**src/rtl/alu_pkg.sv**
```systemverilog
// Shared definitions for the ALU sharing logic: widths, opcodes, FSM states.
package alu_pkg;

   localparam int DATA_WIDTH_DFLT = 32;
   localparam int OP_WIDTH_DFLT   = 4;

   // Opcodes understood by the current ALU; the arbiter never decodes them.
   localparam logic [3:0] ADDI = 4'b0000;
   localparam logic [3:0] SUB  = 4'b0001;
   localparam logic [3:0] SRLI = 4'b0011;
   localparam logic [3:0] LUI  = 4'b1000;
   localparam logic [3:0] ORI  = 4'b1001;
   localparam logic [3:0] SLLI = 4'b1100;

   typedef enum logic [1:0] {
      ST_IDLE = 2'd0,
      ST_EXEC = 2'd1,
      ST_RESP = 2'd2
   } alu_state_e;

endpackage

```
**src/rtl/rr_arbiter2.sv**
```systemverilog
// Two-way round-robin winner select with a single priority flop.
module rr_arbiter2 (
   input  logic clk,
   input  logic reset,
   input  logic valid0,
   input  logic valid1,
   input  logic grant_en,
   output logic winner
);

   logic prio;

   // A lone requester always wins; on contention the priority bit decides.
   always_comb begin
      winner = 1'b0;
      if (valid0 && valid1) winner = prio;
      else if (valid1)      winner = 1'b1;
   end

   // After every grant the other requester gets priority.
   always_ff @(posedge clk or negedge reset) begin
      if (!reset)        prio <= 1'b0;
      else if (grant_en) prio <= ~winner;
   end

endmodule

```
**src/rtl/alu_arbiter.sv**
```systemverilog
// Shares one combinational ALU between two requesters, one transaction at a time.
//
// Handshakes: every channel transfers on a rising edge where valid and ready
// are both high. A requester holds valid and payload stable until that edge;
// the arbiter never drops a request once ready has been seen with valid.
module alu_arbiter
   import alu_pkg::*;
#(
   parameter int DATA_WIDTH = alu_pkg::DATA_WIDTH_DFLT,
   parameter int OP_WIDTH   = alu_pkg::OP_WIDTH_DFLT
) (
   input  logic                  clk,
   input  logic                  reset,
   input  logic                  req0_valid_i,
   output logic                  req0_ready_o,
   input  logic [OP_WIDTH-1:0]   req0_op_i,
   input  logic [DATA_WIDTH-1:0] req0_a_i,
   input  logic [DATA_WIDTH-1:0] req0_b_i,
   input  logic                  req1_valid_i,
   output logic                  req1_ready_o,
   input  logic [OP_WIDTH-1:0]   req1_op_i,
   input  logic [DATA_WIDTH-1:0] req1_a_i,
   input  logic [DATA_WIDTH-1:0] req1_b_i,
   output logic                  rsp0_valid_o,
   input  logic                  rsp0_ready_i,
   output logic                  rsp1_valid_o,
   input  logic                  rsp1_ready_i,
   output logic [DATA_WIDTH-1:0] rsp_result_o,
   output logic                  rsp_zero_o,
   output logic [OP_WIDTH-1:0]   alu_op_o,
   output logic [DATA_WIDTH-1:0] alu_a_o,
   output logic [DATA_WIDTH-1:0] alu_b_o,
   input  logic [DATA_WIDTH-1:0] alu_result_i,
   input  logic                  alu_zero_i,
   output logic [1:0]            dbg_state_o
);

   alu_state_e            state;
   logic                  winner;
   logic                  accept;
   logic                  grant_q;
   logic [OP_WIDTH-1:0]   op_q;
   logic [DATA_WIDTH-1:0] a_q;
   logic [DATA_WIDTH-1:0] b_q;
   logic [DATA_WIDTH-1:0] result_q;
   logic                  zero_q;
   logic                  rsp0_valid_q;
   logic                  rsp1_valid_q;
   logic                  rsp_taken;

   rr_arbiter2 u_rr (
      .clk      (clk),
      .reset    (reset),
      .valid0   (req0_valid_i),
      .valid1   (req1_valid_i),
      .grant_en (accept),
      .winner   (winner)
   );

   // Request-side handshake; ready is masked during reset so nothing looks accepted.
   always_comb begin
      req0_ready_o = reset && (state == ST_IDLE) && req0_valid_i && !winner;
      req1_ready_o = reset && (state == ST_IDLE) && req1_valid_i &&  winner;
      accept       = req0_ready_o || req1_ready_o;
      rsp_taken    = grant_q ? rsp1_ready_i : rsp0_ready_i;
   end

   // Sequencer: latch the winner's request, capture the ALU output, hold it until taken.
   always_ff @(posedge clk or negedge reset) begin
      if (!reset) begin
         state        <= ST_IDLE;
         grant_q      <= 1'b0;
         op_q         <= '0;
         a_q          <= '0;
         b_q          <= '0;
         result_q     <= '0;
         zero_q       <= 1'b0;
         rsp0_valid_q <= 1'b0;
         rsp1_valid_q <= 1'b0;
      end else begin
         case (state)
            ST_IDLE: begin
               if (accept) begin
                  grant_q <= winner;
                  op_q    <= winner ? req1_op_i : req0_op_i;
                  a_q     <= winner ? req1_a_i  : req0_a_i;
                  b_q     <= winner ? req1_b_i  : req0_b_i;
                  state   <= ST_EXEC;
               end
            end
            ST_EXEC: begin
               result_q     <= alu_result_i;
               zero_q       <= alu_zero_i;
               rsp0_valid_q <= !grant_q;
               rsp1_valid_q <=  grant_q;
               state        <= ST_RESP;
            end
            ST_RESP: begin
               if (rsp_taken) begin
                  rsp0_valid_q <= 1'b0;
                  rsp1_valid_q <= 1'b0;
                  state        <= ST_IDLE;
               end
            end
            default: begin
               rsp0_valid_q <= 1'b0;
               rsp1_valid_q <= 1'b0;
               state        <= ST_IDLE;
            end
         endcase
      end
   end

   // Operand and response registers drive the outputs directly.
   always_comb begin
      alu_op_o     = op_q;
      alu_a_o      = a_q;
      alu_b_o      = b_q;
      rsp_result_o = result_q;
      rsp_zero_o   = zero_q;
      rsp0_valid_o = rsp0_valid_q;
      rsp1_valid_o = rsp1_valid_q;
      dbg_state_o  = state;
   end

endmodule

```
**config.mk**
```make
export PLATFORM = sky130hd
export DESIGN_NAME = alu_arbiter
export DESIGN_NICKNAME = d
export VERILOG_FILES = /design/src/rtl/alu_pkg.sv /design/src/rtl/rr_arbiter2.sv /design/src/rtl/alu_arbiter.sv
export SDC_FILE = /design/constraint.sdc
export NUM_CORES = 1
export LEC_CHECK = 0
export BUFFER_PORTS_ARGS = -buffer_cell sky130_fd_sc_hd__buf_4
export CORE_MARGIN = 2
export CORE_UTILIZATION = 40
export CTS_CLUSTER_DIAMETER = 200
export DETAILED_ROUTE_END_ITERATION = 12
export PLACE_DENSITY = 0.75
export SLEW_MARGIN = 20
export SYNTH_ARGS = -nofsm -noshare
export SYNTH_HDL_FRONTEND = slang
export SYNTH_SLANG_ARGS = --single-unit
```
**constraint.sdc**
```tcl
create_clock -name clk -period 1.75 [get_ports clk]
set_clock_uncertainty 0.1 [all_clocks]
set_input_delay 0.175 -clock clk [delete_from_list [all_inputs] [get_ports clk]]
set_output_delay 0.175 -clock clk [all_outputs]
set_load 0.03 [all_outputs]
```
==> metrics.txt, run 1 <==
# TYPE chip_impl_metric gauge
chip_impl_metric{name="ioPinCount",unit=""} 282
chip_impl_info{name="worstPathCellList",value="nor2_1, nand2_1, nor3_2, buf_4"} 1
chip_impl_info{name="tritoncts",value="yes"} 1
chip_impl_metric{name="start_util",unit="%"} 40.7
chip_impl_metric{name="clk_pin_slew_worst_paths",unit="ps"} 80
chip_impl_metric{name="cp.required",unit="ps"} 1470
chip_impl_metric{name="grt_pass1_wl",unit="mm"} 24.7
chip_impl_metric{name="die_h",unit="microns"} 111
chip_impl_metric{name="drt-total-wl",unit="mm"} 15.2
chip_impl_metric{name="postSynthNetCount",unit=""} 517
chip_impl_metric{name="finalSetupViolations",unit=""} 0
chip_impl_metric{name="antenna_found_initial",unit=""} 0
chip_impl_metric{name="arrival",unit="ps"} 1440
chip_impl_info{name="primary_ff_master_synth",value="sky130_fd_sc_hd__dfrtp_1"} 1
chip_impl_metric{name="maxClockFrequency",unit="MHz"} 583
chip_impl_metric{name="layout.nets",unit=""} 816
chip_impl_metric{name="core_area",unit="sq mm"} 0.0113
chip_impl_metric{name="critical_path.max_fanout",unit=""} 7
chip_impl_metric{name="number_of_rows_created_at_floorplan",unit=""} 39
chip_impl_metric{name="hpwl_after_detailed_placement",unit="mm"} 10.4
chip_impl_metric{name="cellLeakagePower",unit="uW"} 0.00342
chip_impl_metric{name="grt_use_total",unit="%"} 24.8
chip_impl_metric{name="layout-drive-gt1-share",unit="%"} 55.0
chip_impl_metric{name="avgSynthCellArea",unit="sq um"} 13.5
chip_impl_metric{name="power_per_cell_area",unit="mW/mm^2"} 1880
chip_impl_info{name="clock_tree.root_cell",value="sky130_fd_sc_hd__clkbuf_16"} 1
chip_impl_metric{name="routedWlPerCell",unit="microns"} 19.3
chip_impl_metric{name="drt_iter0_drc",unit=""} 260
chip_impl_metric{name="yosys.area.top_type_share",unit="%"} 58.2
chip_impl_metric{name="finalMaxSlewViolations",unit=""} 0
chip_impl_metric{name="maxCapViolations",unit=""} 0
chip_impl_metric{name="first_global_vias",unit=""} 4773
chip_impl_info{name="worst-setup-path-type",value="register to output port"} 1
chip_impl_metric{name="gp_routability_congestion",unit=""} 0.830
chip_impl_info{name="synth_top_cells_by_count",value="sky130_fd_sc_hd__dfrtp_1 (107), sky130_fd_sc_hd__a2bb2oi_1 (69), sky130_fd_sc_hd__o32ai_1 (68), sky130_fd_sc_hd__mux2_2 (33), sky130_fd_sc_hd__clkbuf_1 (25)"} 1
chip_impl_metric{name="numClockSinks",unit=""} 107
chip_impl_metric{name="grt_max_degree",unit=""} 108
chip_impl_metric{name="drt_drc",unit=""} 0
chip_impl_info{name="startpoint_type",value="register"} 1
chip_impl_metric{name="hold_viol_final",unit=""} 0
chip_impl_metric{name="antenna_cells",unit=""} 0
chip_impl_info{name="yosysMostFrequentCell",value="sky130_fd_sc_hd__dfrtp_1"} 1
chip_impl_metric{name="clock_latency",unit="ps"} 330
chip_impl_metric{name="synth_enable_flop_cells",unit=""} 0
chip_impl_metric{name="drt_pass1_iterations",unit=""} 4
chip_impl_metric{name="cp.buffers_inverters",unit=""} 1
chip_impl_metric{name="clock_path_buffers",unit=""} 2
chip_impl_metric{name="clock_tree.htree_level_count",unit=""} 3
chip_impl_metric{name="via_per_inst",unit=""} 5.44
chip_impl_info{name="synth.area.top_cells",value="sky130_fd_sc_hd__dfrtp_1 (58%), sky130_fd_sc_hd__a2bb2oi_1 (13%), sky130_fd_sc_hd__o32ai_1 (13%)"} 1
chip_impl_metric{name="synth_sequential_area_ratio",unit="%"} 58.2
chip_impl_metric{name="finalCoreUtilization",unit="%"} 66.7
chip_impl_metric{name="antenna_left",unit=""} 0
chip_impl_metric{name="crit_path_max_incr_delay",unit="ps"} 460
chip_impl_metric{name="ys_ff_latch",unit=""} 107
chip_impl_metric{name="layout-area-overhead-vs-synth",unit="%"} 63.9
chip_impl_metric{name="nFillCells",unit=""} 851
chip_impl_metric{name="clock_period_minus_final_worst_setup_slack",unit="ps"} 1710
chip_impl_info{name="holdCritPathClass",value="input pin to register"} 1
chip_impl_metric{name="post_synth_instance_area",unit="sq mm"} 0.00460
chip_impl_metric{name="cts_inserted_buffers",unit=""} 9
chip_impl_info{name="crit_path_top_delay_cell",value="sky130_fd_sc_hd__dfrtp_2"} 1
chip_impl_metric{name="die_x",unit="microns"} 111
chip_impl_metric{name="vias",unit=""} 4293
chip_impl_metric{name="whs",unit="ps"} 21.9
chip_impl_info{name="cp-end-kind",value="output port"} 1
chip_impl_info{name="outcome",value="finished clean"} 1
chip_impl_metric{name="synth.lib_cells_used.distinct",unit=""} 23
chip_impl_metric{name="maxSlewHeadroom",unit="%"} 63.3
chip_impl_metric{name="worst_slew_pin_slew",unit="ps"} 551
chip_impl_info{name="post-synth-top-area-cell",value="sky130_fd_sc_hd__dfrtp_1"} 1
chip_impl_metric{name="fp.dieArea",unit="sq mm"} 0.0124
chip_impl_metric{name="portBuffers",unit=""} 281
chip_impl_metric{name="min_period_over_period",unit="%"} 98.0
chip_impl_metric{name="syn_inst",unit=""} 342
chip_impl_metric{name="yosys_warnings",unit=""} 0
chip_impl_metric{name="grt_remaining_overflow",unit=""} 0
chip_impl_metric{name="ir_worst_vdd",unit="mV"} 1.20
chip_impl_metric{name="async_reset_ff_share",unit="%"} 100
chip_impl_info{name="path_delay_family",value="flip-flops"} 1
through the flow:
step	total power (uW)	worst slack [ps]	std cells	instance area [sq um]	TNS, ps
floorplan	9010	19.8	342	4610	0
global placement	12000	227	735	6890	0
detailed placement	12100	154	735	6890	0
CTS	14200	3.20	787	7530	0
global route	14900	-3.38	789	7550	-3.38
finish	14200	35.6	789	7550	0
worst min-delay path: stages:
cell                        delay, ps
sky130_fd_sc_hd__buf_4            130
sky130_fd_sc_hd__nand2_1           50
sky130_fd_sc_hd__a2bb2oi_1         50
repair_timing:
action / CTS / global route
endpoints found under the hold margin: 141 / 0
setup endpoints to repair: 1 / 1
gates resized for setup: 1 / 1
pin swaps: 0 / 0
hold buffers: 35 / 0
buffers inserted: 1 / 2
placed cells by master (no fill, tap or decap):
cell,count
sky130_fd_sc_hd__a211oi_1,1
sky130_fd_sc_hd__clkinvlp_4,1
sky130_fd_sc_hd__nor3b_4,1
sky130_fd_sc_hd__nand2_1,2
sky130_fd_sc_hd__clkinv_4,2
sky130_fd_sc_hd__dlygate4sd3_1,35
sky130_fd_sc_hd__clkbuf_16,9
sky130_fd_sc_hd__buf_12,7
sky130_fd_sc_hd__inv_2,1
sky130_fd_sc_hd__dfrtp_1,105
sky130_fd_sc_hd__nor3_2,1
sky130_fd_sc_hd__a2bb2oi_1,69
sky130_fd_sc_hd__mux2i_1,2
sky130_fd_sc_hd__nor2_1,2
sky130_fd_sc_hd__inv_6,2
sky130_fd_sc_hd__nor2b_4,1
sky130_fd_sc_hd__buf_4,290
sky130_fd_sc_hd__clkbuf_8,1
sky130_fd_sc_hd__dfrtp_2,2
sky130_fd_sc_hd__o32ai_1,68
sky130_fd_sc_hd__nor2b_1,1
sky130_fd_sc_hd__clkinv_2,1
sky130_fd_sc_hd__a31oi_1,1
sky130_fd_sc_hd__o2bb2ai_1,2
sky130_fd_sc_hd__o21a_2,1
sky130_fd_sc_hd__a21oi_1,1
sky130_fd_sc_hd__nand2b_1,1
sky130_fd_sc_hd__mux2_2,33
sky130_fd_sc_hd__inv_1,1
sky130_fd_sc_hd__a21bo_2,2
power by group:
part	switching, uW	internal (uW)
Combinational	4370	3300
Sequential	818	3720
Clock	929	1020
Total	6120	8040
final timing paths:
path | startpoint | to | slack, ps | cells after the start
setup / recovery | dbg_state_o[1] | req1_ready_o | 40 | 4
hold / removal | req1_valid_i | grant_q | 20 | 3
setup reg to reg | dbg_state_o[1] | alu_op_o[0] | 170 | 4
hold reg to reg | rsp_result_o[26] | rsp_result_o[26] | 410 | 1
max in group asynchronous | reset | dbg_state_o[1] | 710 | 3
min in group asynchronous | reset | alu_a_o[0] | 390 | 3
registers in the layout, summed over array words and instances (netlist names), 2 cells and up:
name,flops
alu_a_o,32
alu_b_o,32
rsp_result_o,32
alu_op_o,4
dbg_state_o,2
cell type report:
class,instances,area [sq um],share of cell area [%]
clock inverter,6,47.5,0.630
tap,143,179,2.37
clock buffer,10,239,3.17
sequential,107,2680,35.5
timing repair buffer,332,2670,35.3
inverter,2,7.51,0.0995
multi-input combinational,189,1730,22.9
cells by family (layout without fill, tap and decap cells):
family / Yosys count / in the layout / synth area share, %
muxes: 35 / 35 / 8.51
DFF: 107 / 107 / 58.2
AOI/OAI and AO/OA: 145 / 145 / 27.4
and+or+nand+nor: 9 / 9 / 1.11
buffers and inverters: 46 / 350 / 4.78
metal layers:
metal / vias up / GRT usage [%] / routed length (microns)
met5: - / 0 / 0
met4: 0 / 7.82 / 304
met3: 22 / 7.71 / 1350
met2: 211 / 43.3 / 7770
met1: 2064 / 29.1 / 5780
li1: 1996 / - / -
Power figures use the tool's default switching activity.
==> run 2, diff against run 1 <==
CELL_PAD_IN_SITES_DETAIL_PLACEMENT = 1   (was unset)
CELL_PAD_IN_SITES_GLOBAL_PLACEMENT = 1   (was unset)
CORE_UTILIZATION = 32   (was 40)
PLACE_DENSITY = unset   (was 0.75)
PLACE_DENSITY_LB_ADDON = 0.1   (was unset)
==> run 2 against run 1 <==
Clock power about the same. Register-to-register slack worse by 80 ps. Non-clock buffer count up 5. Critical path depth unchanged. Global-route usage down 3.1 points. Critical path type unchanged. Critical endpoint is now req0_ready_o. Largest power group unchanged. Highest routed layer unchanged.
==> metrics.txt, run 2 (synthesis results as in run 1) <==
# TYPE chip_impl_metric gauge
chip_impl_info{name="outcome",value="finished clean"} 1
chip_impl_metric{name="place_ws",unit="ps"} 113
chip_impl_info{name="final_common_cell",value="sky130_fd_sc_hd__buf_4"} 1
chip_impl_metric{name="drt_pass1_iterations",unit=""} 5
chip_impl_metric{name="clock_latency",unit="ps"} 340
chip_impl_metric{name="finalMaxSlewViolations",unit=""} 0
chip_impl_metric{name="layout-drive-gt1-share",unit="%"} 55.2
chip_impl_metric{name="vias",unit=""} 4398
chip_impl_metric{name="numClockSinks",unit=""} 107
chip_impl_metric{name="maxCapViolations",unit=""} 0
chip_impl_metric{name="clk_pin_slew_worst_paths",unit="ps"} 70
chip_impl_metric{name="number_of_rows_created_at_floorplan",unit=""} 43
chip_impl_info{name="layout.cells.most_common_list",value="sky130_fd_sc_hd__buf_4 (289), sky130_fd_sc_hd__dfrtp_1 (106), sky130_fd_sc_hd__a2bb2oi_1 (69), sky130_fd_sc_hd__o32ai_1 (68), sky130_fd_sc_hd__dlygate4sd3_1 (35)"} 1
chip_impl_metric{name="drt_iter0_drc",unit=""} 164
chip_impl_metric{name="hold_viol_final",unit=""} 0
chip_impl_metric{name="seq_power_share",unit="%"} 31.4
chip_impl_metric{name="rrSetupSlack",unit="ps"} 90
chip_impl_metric{name="critical_path.max_fanout",unit=""} 16
chip_impl_metric{name="ioPinCount",unit=""} 282
chip_impl_metric{name="ir_worst_vdd",unit="mV"} 0.966
chip_impl_metric{name="cp.required",unit="ps"} 1470
chip_impl_metric{name="gp_routability_congestion",unit=""} 0.727
chip_impl_metric{name="fp.dieArea",unit="sq mm"} 0.0154
chip_impl_metric{name="min_period_over_period",unit="%"} 98.1
chip_impl_metric{name="dp.cells",unit=""} 772
chip_impl_metric{name="setup_ws",unit="ps"} 33.3
chip_impl_metric{name="power_per_cell_area",unit="mW/mm^2"} 1860
chip_impl_info{name="grt_setup_unrepaired",value="yes"} 1
chip_impl_metric{name="antenna_left",unit=""} 0
chip_impl_metric{name="grt_util_met3",unit="%"} 6.36
chip_impl_info{name="holdCritPathClass",value="input pin to register"} 1
chip_impl_info{name="clock_tree.root_cell",value="sky130_fd_sc_hd__clkbuf_16"} 1
chip_impl_metric{name="crit_path_max_incr_delay",unit="ps"} 440
chip_impl_metric{name="p_sw",unit="uW"} 6140
chip_impl_metric{name="drt-total-wl",unit="mm"} 17.2
chip_impl_metric{name="maxSlewHeadroom",unit="%"} 49.1
chip_impl_metric{name="arrival",unit="ps"} 1440
chip_impl_metric{name="first_global_vias",unit=""} 4647
chip_impl_info{name="tritoncts",value="yes"} 1
chip_impl_metric{name="whs",unit="ps"} 29.6
chip_impl_info{name="worstPathCellList",value="a21bo_2, buf_12, nor2_1, buf_4"} 1
chip_impl_metric{name="cell_internal_pwr",unit="uW"} 8220
chip_impl_metric{name="grt_use_total",unit="%"} 21.6
chip_impl_metric{name="met2_track_usage_gr",unit="%"} 37.9
chip_impl_metric{name="clock_period_minus_final_worst_setup_slack",unit="ps"} 1720
chip_impl_metric{name="layout-area-overhead-vs-synth",unit="%"} 67.4
chip_impl_metric{name="hpwl_after_detailed_placement",unit="mm"} 11.8
chip_impl_metric{name="switching_share",unit="%"} 42.7
chip_impl_metric{name="share_comb_of_total_power",unit="%"} 55.2
chip_impl_info{name="startpoint_type",value="register"} 1
chip_impl_metric{name="routedWlPerCell",unit="microns"} 20.8
chip_impl_metric{name="grt_remaining_overflow",unit=""} 0
chip_impl_metric{name="start_util",unit="%"} 32.9
chip_impl_metric{name="die_h",unit="microns"} 124
chip_impl_metric{name="cts_inserted_buffers",unit=""} 9
chip_impl_metric{name="gr_met1_demand_resource",unit="%"} 24.9
chip_impl_metric{name="maxClockFrequency",unit="MHz"} 583
chip_impl_metric{name="clock_tree.htree_level_count",unit=""} 3
chip_impl_metric{name="worst_slew_pin_slew",unit="ps"} 764
chip_impl_metric{name="drt_drc",unit=""} 0
chip_impl_metric{name="clock_path_buffers",unit=""} 2
chip_impl_metric{name="cellLeakagePower",unit="uW"} 0.00348
chip_impl_metric{name="antenna_cells",unit=""} 0
chip_impl_metric{name="layout.nets",unit=""} 821
chip_impl_metric{name="nFillCells",unit=""} 1449
chip_impl_metric{name="portBuffers",unit=""} 281
chip_impl_info{name="cp-end-kind",value="output port"} 1
chip_impl_metric{name="via_per_inst",unit=""} 5.30
chip_impl_info{name="globalRoute.busiestLayer",value="met2"} 1
chip_impl_metric{name="grt_pass1_wl",unit="mm"} 25.1
chip_impl_info{name="worst-setup-path-type",value="register to output port"} 1
chip_impl_metric{name="power_frac_clock",unit="%"} 13.5
chip_impl_metric{name="finalSetupViolations",unit=""} 0
chip_impl_metric{name="core_area",unit="sq mm"} 0.0140
chip_impl_metric{name="grt_max_degree",unit=""} 86
chip_impl_info{name="crit_path_top_delay_cell",value="sky130_fd_sc_hd__dfrtp_1"} 1
chip_impl_metric{name="post_layout_nonfiller_instances",unit=""} 830
chip_impl_metric{name="die_x",unit="microns"} 124
chip_impl_metric{name="antenna_found_initial",unit=""} 0
run 2: cell types whose count changed in the layout (fill, tap and decap cells not counted), sizes merged:
cell / change
clkbuf: +4
clkinv: -1
buf: +3
bufbuf: +1
clkinvlp: -1
inv: -2
run 2: layout make-up:
class                           count  area [sq um]  share of cell area (%)
Clock inverter                      2          10.0                   0.130
Clock buffer                       13           270                    3.51
Inverter                            2          7.51                  0.0974
Tap cell                          180           225                    2.92
Sequential cell                   107          2680                    34.8
Timing Repair Buffer              337          2770                    36.0
Multi-Input combinational cell    189          1740                    22.6
run 2: worst max-delay path, delay by kind of cell (launching register included):
kind / cells / cell delay (ps)
compound gates: 1 / 240
buf+inv: 2 / 330
flops: 1 / 440
simple gates: 1 / 90
run 2: worst paths after layout:
kind / from / end / depth (start not counted)
worst max-delay path: u_rr.prio / req0_ready_o / 4
worst min-delay path: req1_valid_i / grant_q / 3
worst max register to register: u_rr.prio / alu_a_o[25] / 6
worst min register to register: rsp_result_o[5] / rsp_result_o[5] / 1
max in group asynchronous: reset / dbg_state_o[1] / 3
min in group asynchronous: reset / alu_b_o[7] / 3
run 2: per-stage QoR:
step	setup TNS (ps)	instance area (sq um)	total power, uW	utilization (%)
3_3_place_gp	0	6940	12100	49.6
2_1_floorplan	0	4610	9010	-
5_1_grt	-13.0	7710	15100	55.1
3_5_place_dp	0	6940	12200	49.6
4_1_cts	0	7640	14400	54.6
6_report	0	7710	14400	55.1
run 2: what timing repair did:
| action | CTS | global route |
|---|---|---|
| endpoints found under the setup margin | 2 | 12 |
| pin swaps | 3 | 3 |
| cloned | 1 | 1 |
| hold endpoints to repair | 56 | 0 |
| hold buffers | 35 | 0 |
| gates resized for setup | 1 | 6 |
| buffers inserted | 4 | 2 |
run 2: power groups by stage:
stage	clock network (uW)	registers, uW	logic, uW
after floorplan	0	6830	2180
after global placement	0	4470	7580
after detailed placement	0	4490	7750
after CTS	2000	4480	7900
after global routing	2080	4660	8330
final	1940	4500	7920
run 2: metal layers:
layer	part of all wire (%)	wire (microns)
met3	8.6	1490
met4	2.6	444
met2	50	8620
met1	39	6680
met5	0	0
==> run 3, diff against run 2 <==
==> constraint.sdc (replaced) <==
create_clock -name clk -period 1.75 [get_ports clk]
set_clock_uncertainty 0.1 [all_clocks]
set_input_delay 0.0875 -clock clk [delete_from_list [all_inputs] [get_ports clk]]
set_output_delay 0.0875 -clock clk [all_outputs]
set_load 0.03 [all_outputs]
==> run 3 against run 2 <==
Fmax grew 1.0%. The run now ends with hold timing left. Die area is the same. Sequential cell count is the same. Largest cell class unchanged. Cell area grew 13%. Register-to-register slack gained 60 ps. Largest power group unchanged. Setup slack gained 17 ps. Critical endpoint is now alu_b_o[19]. Global-route usage grew 3.9 points. Count of clock-buffer cells in the layout shrank 1.
==> metrics.txt, run 3 (synthesis results as in run 1) <==
# TYPE chip_impl_metric gauge
chip_impl_info{name="outcome",value="finished, violations left"} 1
chip_impl_info{name="failed_checks",value="hold timing"} 1
chip_impl_metric{name="first_global_vias",unit=""} 5497
chip_impl_metric{name="share_comb_of_total_power",unit="%"} 55.7
chip_impl_info{name="tritoncts",value="yes"} 1
chip_impl_metric{name="routedWlPerCell",unit="microns"} 21.1
chip_impl_metric{name="p_sw",unit="uW"} 6280
chip_impl_metric{name="finish.instance_area",unit="sq mm"} 0.00873
chip_impl_info{name="holdCritPathClass",value="input pin to register"} 1
chip_impl_metric{name="vias",unit=""} 4901
chip_impl_metric{name="layout-area-overhead-vs-synth",unit="%"} 89.6
chip_impl_metric{name="clk_pin_slew_worst_paths",unit="ps"} 70
chip_impl_metric{name="drt_drc",unit=""} 0
chip_impl_metric{name="fp.dieArea",unit="sq mm"} 0.0154
chip_impl_metric{name="ir_worst_vdd",unit="mV"} 1.06
chip_impl_metric{name="drt_iter0_drc",unit=""} 164
chip_impl_metric{name="finalMaxSlewViolations",unit=""} 0
chip_impl_metric{name="p_total",unit="uW"} 14500
chip_impl_metric{name="arrival",unit="ps"} 1810
chip_impl_metric{name="layout-drive-gt1-share",unit="%"} 46.9
chip_impl_metric{name="core_area",unit="sq mm"} 0.0140
chip_impl_metric{name="critical_path.max_fanout",unit=""} 18
chip_impl_metric{name="hold_viol_final",unit=""} 1
chip_impl_metric{name="setup_tns",unit="ps"} 0
chip_impl_metric{name="whs",unit="ps"} -2.41
chip_impl_metric{name="clock_latency",unit="ps"} 350
chip_impl_metric{name="postPlaceCellArea",unit="sq mm"} 0.00694
chip_impl_metric{name="multi_input_area",unit="sq mm"} 0.00174
chip_impl_info{name="worst-setup-path-type",value="input pin to register"} 1
chip_impl_metric{name="seq_power_share",unit="%"} 30.9
chip_impl_metric{name="grt_remaining_overflow",unit=""} 0
chip_impl_info{name="clock_tree.root_cell",value="sky130_fd_sc_hd__clkbuf_16"} 1
chip_impl_metric{name="cts_inserted_buffers",unit=""} 9
chip_impl_metric{name="seq_area",unit="sq mm"} 0.00268
chip_impl_metric{name="maxSlewHeadroom",unit="%"} 55.8
chip_impl_metric{name="grt_pass1_wl",unit="mm"} 29.6
chip_impl_metric{name="portBuffers",unit=""} 281
chip_impl_metric{name="clock_path_buffers",unit=""} 2
chip_impl_metric{name="layout.nets",unit=""} 929
chip_impl_metric{name="finalSetupViolations",unit=""} 0
chip_impl_metric{name="grt_max_degree",unit=""} 108
chip_impl_metric{name="via_per_inst",unit=""} 5.20
chip_impl_metric{name="start_util",unit="%"} 32.9
chip_impl_metric{name="worst_slew_pin_slew",unit="ps"} 662
chip_impl_info{name="final_common_cell",value="sky130_fd_sc_hd__buf_4"} 1
chip_impl_metric{name="gp_routability_congestion",unit=""} 0.798
chip_impl_metric{name="hpwl_after_detailed_placement",unit="mm"} 11.8
chip_impl_metric{name="ioPinCount",unit=""} 282
chip_impl_metric{name="antenna_found_initial",unit=""} 2
chip_impl_metric{name="min_period_over_period",unit="%"} 97.1
chip_impl_info{name="cp-end-kind",value="register"} 1
chip_impl_metric{name="maxClockFrequency",unit="MHz"} 588
chip_impl_metric{name="drt-total-wl",unit="mm"} 19.9
chip_impl_metric{name="cell_internal_pwr",unit="uW"} 8250
chip_impl_metric{name="maxCapViolations",unit=""} 0
chip_impl_metric{name="die_h",unit="microns"} 124
chip_impl_metric{name="clock_period_minus_final_worst_setup_slack",unit="ps"} 1700
chip_impl_metric{name="clock_tree.htree_level_count",unit=""} 3
chip_impl_metric{name="switching_share",unit="%"} 43.2
chip_impl_info{name="layout.cells.most_common_list",value="sky130_fd_sc_hd__buf_4 (289), sky130_fd_sc_hd__dlygate4sd3_1 (147), sky130_fd_sc_hd__dfrtp_1 (106), sky130_fd_sc_hd__a2bb2oi_1 (69), sky130_fd_sc_hd__o32ai_1 (68)"} 1
chip_impl_metric{name="finalCoreUtilization",unit="%"} 62.4
chip_impl_metric{name="antenna_left",unit=""} 0
chip_impl_metric{name="cp.required",unit="ps"} 1860
chip_impl_metric{name="power_per_cell_area",unit="mW/mm^2"} 1660
chip_impl_metric{name="die_x",unit="microns"} 124
chip_impl_info{name="startpoint_type",value="input pin"} 1
chip_impl_metric{name="numClockSinks",unit=""} 107
chip_impl_metric{name="number_of_rows_created_at_floorplan",unit=""} 43
chip_impl_info{name="grt_setup_unrepaired",value="no"} 1
chip_impl_metric{name="drt_pass1_iterations",unit=""} 4
chip_impl_metric{name="cellLeakagePower",unit="uW"} 0.00389
chip_impl_metric{name="nFillCells",unit=""} 1412
chip_impl_metric{name="power_frac_clock",unit="%"} 13.4
chip_impl_metric{name="grt_use_total",unit="%"} 25.6
[run 3: cell types whose count changed in the layout (fill, tap and decap cells not counted), sizes merged]
cell	delta
clkbuf	-2
buf	-2
diode	+3
clkinvlp	+2
bufbuf	-1
dlygate4sd3	+112
[run 3: metrics by stage]
stage | std cells | setup WS, ps
finish | 942 | 50.4
global route | 941 | 4.56
CTS | 939 | 22.1
detailed placement | 775 | 106
global placement | 775 | 223
floorplan | 342 | 19.8
[run 3: worst paths after layout]
path	depth (start not counted)	slack, ps	from	end
max in group asynchronous	3	730	reset	u_rr.prio
hold / removal	3	-2	req1_a_i[12]	alu_a_o[12]
min in group asynchronous	3	380	reset	alu_b_o[24]
setup reg to reg	5	150	u_rr.prio	alu_b_o[19]
hold reg to reg	1	410	rsp_result_o[9]	rsp_result_o[9]
setup / recovery	7	50	req0_valid_i	alu_b_o[19]
[run 3: critical path: stages]
cell	delay, ps
sky130_fd_sc_hd__dlygate4sd3_1	550
sky130_fd_sc_hd__buf_4	150
sky130_fd_sc_hd__nor2b_4	120
sky130_fd_sc_hd__buf_4	160
sky130_fd_sc_hd__buf_4	210
sky130_fd_sc_hd__o32ai_1	380
sky130_fd_sc_hd__a2bb2oi_1	140
[run 3: metal layers]
layer	GRT usage [%]	share of wire, %
met1	28.1	37
met2	45.5	52
met3	7.51	7.8
met4	11.5	3.3
met5	0	0
[run 3: cell type report]
type | instances | area share (%)
Inverter | 2 | 0.0860
Sequential cell | 107 | 30.7
Timing Repair Buffer | 445 | 43.5
Tap cell | 180 | 2.58
Multi-Input combinational cell | 189 | 19.9
Antenna cell | 3 | 0.0860
Clock buffer | 12 | 2.94
Clock inverter | 4 | 0.287
[run 3: timing repair]
action / CTS / global route
hold buffers: 147 / 0
pin swaps: 0 / 2
endpoints found under the setup margin: 1 / 16
endpoints found under the hold margin: 206 / 0
buffers inserted: 1 / 0
resized for setup: 1 / 7
[run 3: power groups by stage]
stage | Sequential (uW) | Combinational (uW) | Clock, uW
finish | 4490 | 8100 | 1950
CTS | 4460 | 8050 | 1990
floorplan | 6830 | 2180 | 0
detailed placement | 4480 | 7760 | 0
global route | 4640 | 8520 | 2090
global placement | 4430 | 7640 | 0
